<file path="config.mk">
export PLATFORM = sky130hd
export DESIGN_NAME = rt_pixel_seq
export DESIGN_NICKNAME = d
export VERILOG_FILES = /design/src/rtl/rt_pkg.sv /design/src/rtl/rt_raster_counter.sv /design/src/rtl/rt_pixel_seq.sv
export SDC_FILE = /design/constraint.sdc
export NUM_CORES = 1
export LEC_CHECK = 0
export CAP_MARGIN = 20
export CORE_AREA = 2 2 136 138
export CTS_CLUSTER_SIZE = 40
export DETAILED_ROUTE_END_ITERATION = 7
export DIE_AREA = 0 0 138 140
export PLACE_DENSITY = 0.84
export SYNTH_ARGS = -nofsm -noshare
export SYNTH_HDL_FRONTEND = slang
export SYNTH_SLANG_ARGS = --single-unit
</file>
<file path="constraint.sdc">
create_clock -name clk -period 21.6 [get_ports clk]
set_clock_uncertainty 0.05 [all_clocks]
set_input_delay 6.48 -clock clk [delete_from_list [all_inputs] [get_ports clk]]
set_output_delay 6.48 -clock clk [all_outputs]
set_load 0.02 [all_outputs]
</file>
<file path="src/rtl/rt_pkg.sv">
// rtl/rt_pkg.sv - shared types and helpers for the pixel sequencer
package rt_pkg;

   localparam int COORD_W   = 32;
   localparam int FRAC_BITS = 18;

   typedef logic [COORD_W-1:0] fix_t;

   typedef enum logic [1:0] {
      IDLE  = 2'd0,
      RUN   = 2'd1,
      DRAIN = 2'd2,
      DONE  = 2'd3
   } seq_state_e;

   function automatic fix_t to_fix(input int unsigned v);
      return fix_t'(v) << FRAC_BITS;
   endfunction

endpackage

</file>
<file path="src/rtl/rt_raster_counter.sv">
// rtl/rt_raster_counter.sv - latched frame dimensions and raster x/y walk
module rt_raster_counter #(
   parameter int DIM_W = 12
) (
   input  logic             clk,
   input  logic             reset,
   input  logic             load,
   input  logic [DIM_W-1:0] width,
   input  logic [DIM_W-1:0] height,
   input  logic             step,
   output logic [DIM_W-1:0] x,
   output logic [DIM_W-1:0] y,
   output logic             last
);
   import rt_pkg::*;

   logic [DIM_W-1:0] w_q;
   logic [DIM_W-1:0] h_q;
   logic             x_wrap;

   assign x_wrap = (x == w_q - DIM_W'(1));
   assign last   = x_wrap && (y == h_q - DIM_W'(1));

   always_ff @(posedge clk) begin
      if (reset) begin
         w_q <= '0;
         h_q <= '0;
         x   <= '0;
         y   <= '0;
      end else if (load) begin
         w_q <= width;
         h_q <= height;
         x   <= '0;
         y   <= '0;
      end else if (step) begin
         if (x_wrap) begin
            x <= '0;
            y <= y + DIM_W'(1);
         end else begin
            x <= x + DIM_W'(1);
         end
      end
   end

endmodule

</file>
<file path="src/rtl/rt_pixel_seq.sv">
// rtl/rt_pixel_seq.sv - raster pixel issue to the RGU with credit flow control
module rt_pixel_seq #(
   parameter int COORD_W   = 32,
   parameter int FRAC_BITS = 18,
   parameter int DIM_W     = 12,
   parameter int CREDITS   = 8
) (
   input  logic               clk,
   input  logic               reset,
   input  logic [DIM_W-1:0]   cfg_width,
   input  logic [DIM_W-1:0]   cfg_height,
   input  logic               frame_start,
   output logic               frame_busy,
   output logic               frame_done,
   output logic               rgu_start,
   output logic [COORD_W-1:0] rgu_x,
   output logic [COORD_W-1:0] rgu_y,
   input  logic               rgu_valid,
   input  logic               ray_ack,
   output logic               err
);
   import rt_pkg::*;

   localparam int CRED_W = $clog2(CREDITS + 1);
   localparam int CNT_W  = 2 * DIM_W;
   localparam logic [CRED_W-1:0] CRED_MAX = CRED_W'(CREDITS);

   if (DIM_W + FRAC_BITS > COORD_W - 1) begin : g_coord_width_bad
      $error("rt_pixel_seq: DIM_W + FRAC_BITS must fit below the sign bit of COORD_W");
   end
   if (CREDITS < 1) begin : g_credits_bad
      $error("rt_pixel_seq: CREDITS must be at least 1");
   end

   seq_state_e        state_q, state_d;
   logic [CRED_W-1:0] inflight_q;
   logic [CNT_W-1:0]  returned_q;
   logic [CNT_W-1:0]  total_q;
   logic              issue;
   logic              accept;
   logic              active;
   logic [DIM_W-1:0]  px, py;
   logic              px_last;

   assign accept = (state_q == IDLE) && frame_start;
   assign active = (state_q != IDLE);

   rt_raster_counter #(.DIM_W(DIM_W)) u_raster (
      .clk    (clk),
      .reset  (reset),
      .load   (accept),
      .width  (cfg_width),
      .height (cfg_height),
      .step   (issue),
      .x      (px),
      .y      (py),
      .last   (px_last)
   );

   always_comb begin
      state_d = state_q;
      issue   = 1'b0;
      case (state_q)
         IDLE: begin
            if (frame_start)
               state_d = (cfg_width == '0 || cfg_height == '0) ? DONE : RUN;
         end
         RUN: begin
            if (inflight_q < CRED_MAX) begin
               issue = 1'b1;
               if (px_last)
                  state_d = DRAIN;
            end
         end
         DRAIN: begin
            if (returned_q == total_q && inflight_q == '0)
               state_d = DONE;
         end
         DONE:    state_d = IDLE;
         default: state_d = IDLE;
      endcase
   end

   // Status outputs follow the state register by one cycle so that every
   // port comes straight from a flop; busy overlaps the done pulse.
   always_ff @(posedge clk) begin
      if (reset) begin
         state_q    <= IDLE;
         inflight_q <= '0;
         returned_q <= '0;
         total_q    <= '0;
         err        <= 1'b0;
         rgu_start  <= 1'b0;
         rgu_x      <= '0;
         rgu_y      <= '0;
         frame_busy <= 1'b0;
         frame_done <= 1'b0;
      end else begin
         state_q    <= state_d;
         rgu_start  <= issue;
         frame_busy <= active;
         frame_done <= (state_q == DONE);

         if (issue) begin
            rgu_x <= {{(COORD_W-DIM_W-FRAC_BITS){1'b0}}, px, {FRAC_BITS{1'b0}}};
            rgu_y <= {{(COORD_W-DIM_W-FRAC_BITS){1'b0}}, py, {FRAC_BITS{1'b0}}};
         end

         if (accept) begin
            total_q    <= CNT_W'(cfg_width) * CNT_W'(cfg_height);
            returned_q <= '0;
         end else if (active && rgu_valid) begin
            if (returned_q == total_q)
               err <= 1'b1;
            else
               returned_q <= returned_q + CNT_W'(1);
         end

         // Returns while IDLE belong to an aborted frame and are dropped.
         if (active) begin
            if (issue && !ray_ack) begin
               inflight_q <= inflight_q + CRED_W'(1);
            end else if (!issue && ray_ack) begin
               if (inflight_q == '0)
                  err <= 1'b1;
               else
                  inflight_q <= inflight_q - CRED_W'(1);
            end
         end
      end
   end

endmodule

</file>
==> results.txt <==
----------------------------------------------------
[Synth]
  Xor-xnor portion of the synthesized cell area ... under 10%
  Area share of the leading cell type in the synthesized netlist ... between 20 and 25%
  Fraction of registers with async set or reset after synthesis ... 0%
  Number of enable flip-flop cells after synthesis ... 0
  Largest family of logic cells by synthesized area ... adder cells
  Instance count of the mapped netlist ... 1363
  Adder-cell share of the synthesized area ... 26.3%
  Area share of and/or/nand/nor cells after synthesis ... 21.7%
  Mux share of post-synthesis cell area ... 1.07%
  Number of warnings issued by yosys ... 0
  Fraction of the mapped netlist area in compound gates ... 9.82%
  Part of the Yosys area used for sequential elements ... between 20% and 30%
  Ranking of synthesized cells by area ... sky130_fd_sc_hd__dfxtp_1 (23%), sky130_fd_sc_hd__fa_1 (18%), sky130_fd_sc_hd__ha_1 (8.3%), sky130_fd_sc_hd__nand2_1 (8.1%), sky130_fd_sc_hd__inv_1 (4.9%)
  Synthesized cell area ... ~11000 um2
  Distinct cell type count of the synthesized netlist ... 70
  Number of register bits inferred by synthesis ... 130
  Largest area contributor in the netlist ... sky130_fd_sc_hd__dfxtp_1
  Dominant register cell in the synthesized netlist ... sky130_fd_sc_hd__dfxtp_1
  Post-synthesis area per instance ... 8.25 um2

[Setup path]
  Crit path required time ... 21.86 ns
  Critical path depth ... 19
  Critical Path End Type ... flop
  Critical Path AT ... 12.47 ns
  Worst flop-to-flop path startpoint ... u_raster.w_q[0]
  Slowest CP cell ... sky130_fd_sc_hd__clkdlybuf4s50_1
  WP buf/inv ... 4
  Maximum single-stage delay on the critical path ... slightly above 0.9 ns
  Type of element launching the critical path ... input pin
  Critical path, cell by cell ... clkdlybuf4s50_1 -> nand2_1 -> fa_1 -> fa_1 -> inv_1 -> ha_1 -> fa_1 -> inv_1 -> fa_1 -> inv_1 -> ha_1 -> o21ai_0 -> nor2_1 -> o31a_1 -> o41ai_2 -> o21ai_0 -> a211oi_1 -> xnor2_1 -> a22o_1
  Logic depth of the worst register-to-register path ... 10
  Category of cells accounting for the largest share of critical-path delay ... adder cells
  Setup slack of the most critical reg-to-reg path ... 18.30 ns
  Crit Path Class ... in -> reg
  Critical Path Most Common Cell ... sky130_fd_sc_hd__fa_1
  Worst R2R End ... state_q[0]
  Highest fanout seen on the critical path ... 14

[Die]
  Chip Height ... around 140 um
  Effective utilization at floorplan ... 63.2%
  Placeable core region ... 17800 um2
  Ports ... 97
  Std cell rows ... between 40 and 50
  Die area ... 19300 um2
  Die boundary width ... between 100 and 150 um

[Drt]
  DRC violations left ... 0
  WL/cell ... 16.4 um
  Total number of vias ... 9202
  Detail-routed via count per cell ... about 5.7
  Final Routed Wirelength ... around 27000 um
  Remaining antenna violation count ... 0
  Iter 0 DRT Violations ... approximately 660
  Count of TritonRoute iterations in the first routing pass ... 5

[Global routing]
  Global-route congestion overflow total ... 0
  Largest net degree at the start of global routing ... a little over 60
  Tot GR Track Use ... between 20% and 30%
  Antenna violations before repair ... 0
  First-pass GRT wire length ... 44800 um
  Number of global-route vias before repair ... 9164

[Hold path]
  Hold Path End ... rgu_y[20]
  Hold Path Depth ... 2
  Hold Path Class ... reg -> reg
  Min-delay src ... rgu_y[20]

[Layout]
  Area overhead of the layout relative to synthesis ... 9.41%
  Highest-count cells in the layout ignoring fill and taps ... sky130_fd_sc_hd__nand2_1 (242), sky130_fd_sc_hd__inv_1 (147), sky130_fd_sc_hd__dfxtp_1 (130)
  Commonest non-fill, non-tap cell in the layout ... sky130_fd_sc_hd__nand2_1
  Layout cells sized above 1 ... 3.60%
  Number of nets in the layout ... 1580
  Antenna Cells ... 0

[STA]
  Worst hold margin ... 0.402 ns
  Setup-violating endpoint count in the final report ... 0
  Worst-case headroom to the max-slew limit ... 45.5%
  Max-slew violation total from the final report ... 0
  Setup TNS ... 0 ns
  Pin slew with the least headroom to its limit ... 0.816 ns
  Time the worst path needs with I/O delays and setup ... 12.22 ns
  Peak Freq ... 0.0819 GHz
  Setup repair after global routing missed its margin ... no
  Final period util ... between 50% and 60%
  Number of hold-slack violations in the final timing report ... 0

[Place]
  Routability-driven placement congestion ratio ... 0.914
  Dpl hpwl ... 19200 um
  Number of buffers inserted by port buffering ... 56

[CTS]
  TritonCTS Buffers ... 17
  Setup Buffers After CTS ... 0
  Number of buffers inserted for hold repair after clock tree synthesis ... 0
  Clock sink count ... 130
  Root Driver ... sky130_fd_sc_hd__clkbuf_16
  Maximum clock path buffer count ... 2
  Quantity of gates resized following cts ... 0
  Clock tree from TritonCTS ... built
  H-tree lvl count ... 4
  Worst-skew pair later-pin latency ... approximately 0.42 ns
  Clock transition at the register clock pins on the worst setup and hold paths after CTS ... ~0.060 ns

[Status]
  Status ... completed

[Power]
  Worst-case vdd ir drop ... approximately 0.07 mV
  Leakage dissipation ... 5.59 nW
  Pwr Density ... 115 nW/um2

[Run]
  Max capacitance violation total ... 0

----------------------------------------------------
==> power by group <==
| part | switching [mW] | internal (mW) | total, mW |
|---|---|---|---|
| Combinational | 0.479 | 0.341 | 0.820 |
| Clock | 0.108 | 0.184 | 0.293 |
| Sequential | 0.0304 | 0.269 | 0.299 |
| Total | 0.618 | 0.794 | 1.41 |
==> area by class of cell <==
class / instances / area, um2
Timing Repair Buffer: 63 / 616
Sequential cell: 130 / 2600
Fill cell: 1418 / 5480
Inverter: 148 / 556
Multi-Input combinational cell: 1015 / 7640
Clock inverter: 12 / 156
Tap cell: 229 / 287
Clock buffer: 19 / 443
==> metal layers <==
metal  vias up  part of all wire (%)  GRT usage [%]
li1       4361                     -              -
met1      4361                    43           37.9
met2       436                    47           47.0
met3        44                   8.2           4.44
met4         0                   1.9           9.51
met5         -                     0              0
==> state kept, by name, indices dropped and copies added (netlist names), 2 cells and up <==
| register | cells |
|---|---|
| u_raster.y | 12 |
| inflight_q | 4 |
| u_raster.x | 12 |
| u_raster.h_q | 12 |
| total_q | 24 |
| u_raster.w_q | 12 |
| rgu_x | 12 |
| returned_q | 24 |
| rgu_y | 12 |
| state_q | 2 |
==> cell families after synthesis <==
kind of cell    Yosys count
compound gates          176
mux                      12
fa+ha+maj               176
xor+xnor                 99
other cells               1
buf+inv                 257
simple gates            512
flops                   130
==> worst max-delay path by stage <==
stage	startpoint	to	slack (ns)
after floorplan	cfg_width[6]	total_q[20]	10.11
final	cfg_width[0]	total_q[20]	9.38
after CTS	cfg_width[0]	total_q[20]	9.48
after detailed placement	cfg_width[0]	total_q[20]	9.16
after global routing	cfg_width[0]	total_q[22]	8.99
after global placement	cfg_width[5]	total_q[20]	9.21
==> worst register-to-register path, delay by kind of cell (launching register included) <==
| kind | cells | cell delay (ns) |
|---|---|---|
| DFF | 1 | 0.36 |
| adders and majority gates | 1 | 0.27 |
| AOI/OAI and AO/OA | 6 | 1.69 |
| and+or+nand+nor | 2 | 0.77 |
| buffers and inverters | 1 | 0.08 |
==> metrics by stage <==
step                power (mW)  util, %  instance area (um2)  setup slack, ns  instances
floorplan                0.941        -                11400            10.11       1402
global placement          1.08     65.7                11700             9.21       1584
detailed placement        1.10     65.7                11700             9.16       1584
CTS                       1.40     69.1                12300             9.48       1615
global route              1.54     69.2                12300             8.99       1616
finish                    1.41     69.2                12300             9.38       1616
==> synthesized netlist by cell type, types with 3 or more instances <==
| master | n |
|---|---|
| sky130_fd_sc_hd__o21bai_1 | 5 |
| sky130_fd_sc_hd__nor4_1 | 17 |
| sky130_fd_sc_hd__o21ai_0 | 19 |
| sky130_fd_sc_hd__a31oi_1 | 5 |
| sky130_fd_sc_hd__nand2b_1 | 7 |
| sky130_fd_sc_hd__a21o_1 | 4 |
| sky130_fd_sc_hd__a211oi_1 | 9 |
| sky130_fd_sc_hd__mux2i_1 | 12 |
| sky130_fd_sc_hd__a22o_1 | 10 |
| sky130_fd_sc_hd__nor2_1 | 73 |
| sky130_fd_sc_hd__buf_4 | 42 |
| sky130_fd_sc_hd__nand3_1 | 23 |
| sky130_fd_sc_hd__dfxtp_1 | 130 |
| sky130_fd_sc_hd__a21oi_1 | 89 |
| sky130_fd_sc_hd__xor2_1 | 55 |
| sky130_fd_sc_hd__o31ai_1 | 3 |
| sky130_fd_sc_hd__clkbuf_1 | 61 |
| sky130_fd_sc_hd__ha_1 | 75 |
| sky130_fd_sc_hd__nor3_1 | 15 |
| sky130_fd_sc_hd__fa_1 | 101 |
| sky130_fd_sc_hd__and2_1 | 56 |
| sky130_fd_sc_hd__o211ai_1 | 6 |
| sky130_fd_sc_hd__and4_1 | 3 |
| sky130_fd_sc_hd__buf_6 | 3 |
| sky130_fd_sc_hd__nand4_1 | 15 |
| sky130_fd_sc_hd__xnor2_1 | 44 |
| sky130_fd_sc_hd__nor2b_1 | 5 |
| sky130_fd_sc_hd__nand2_1 | 242 |
| sky130_fd_sc_hd__inv_1 | 147 |
| sky130_fd_sc_hd__and3_1 | 21 |
| sky130_fd_sc_hd__or3_1 | 17 |
(Power assumes the default switching activity.)
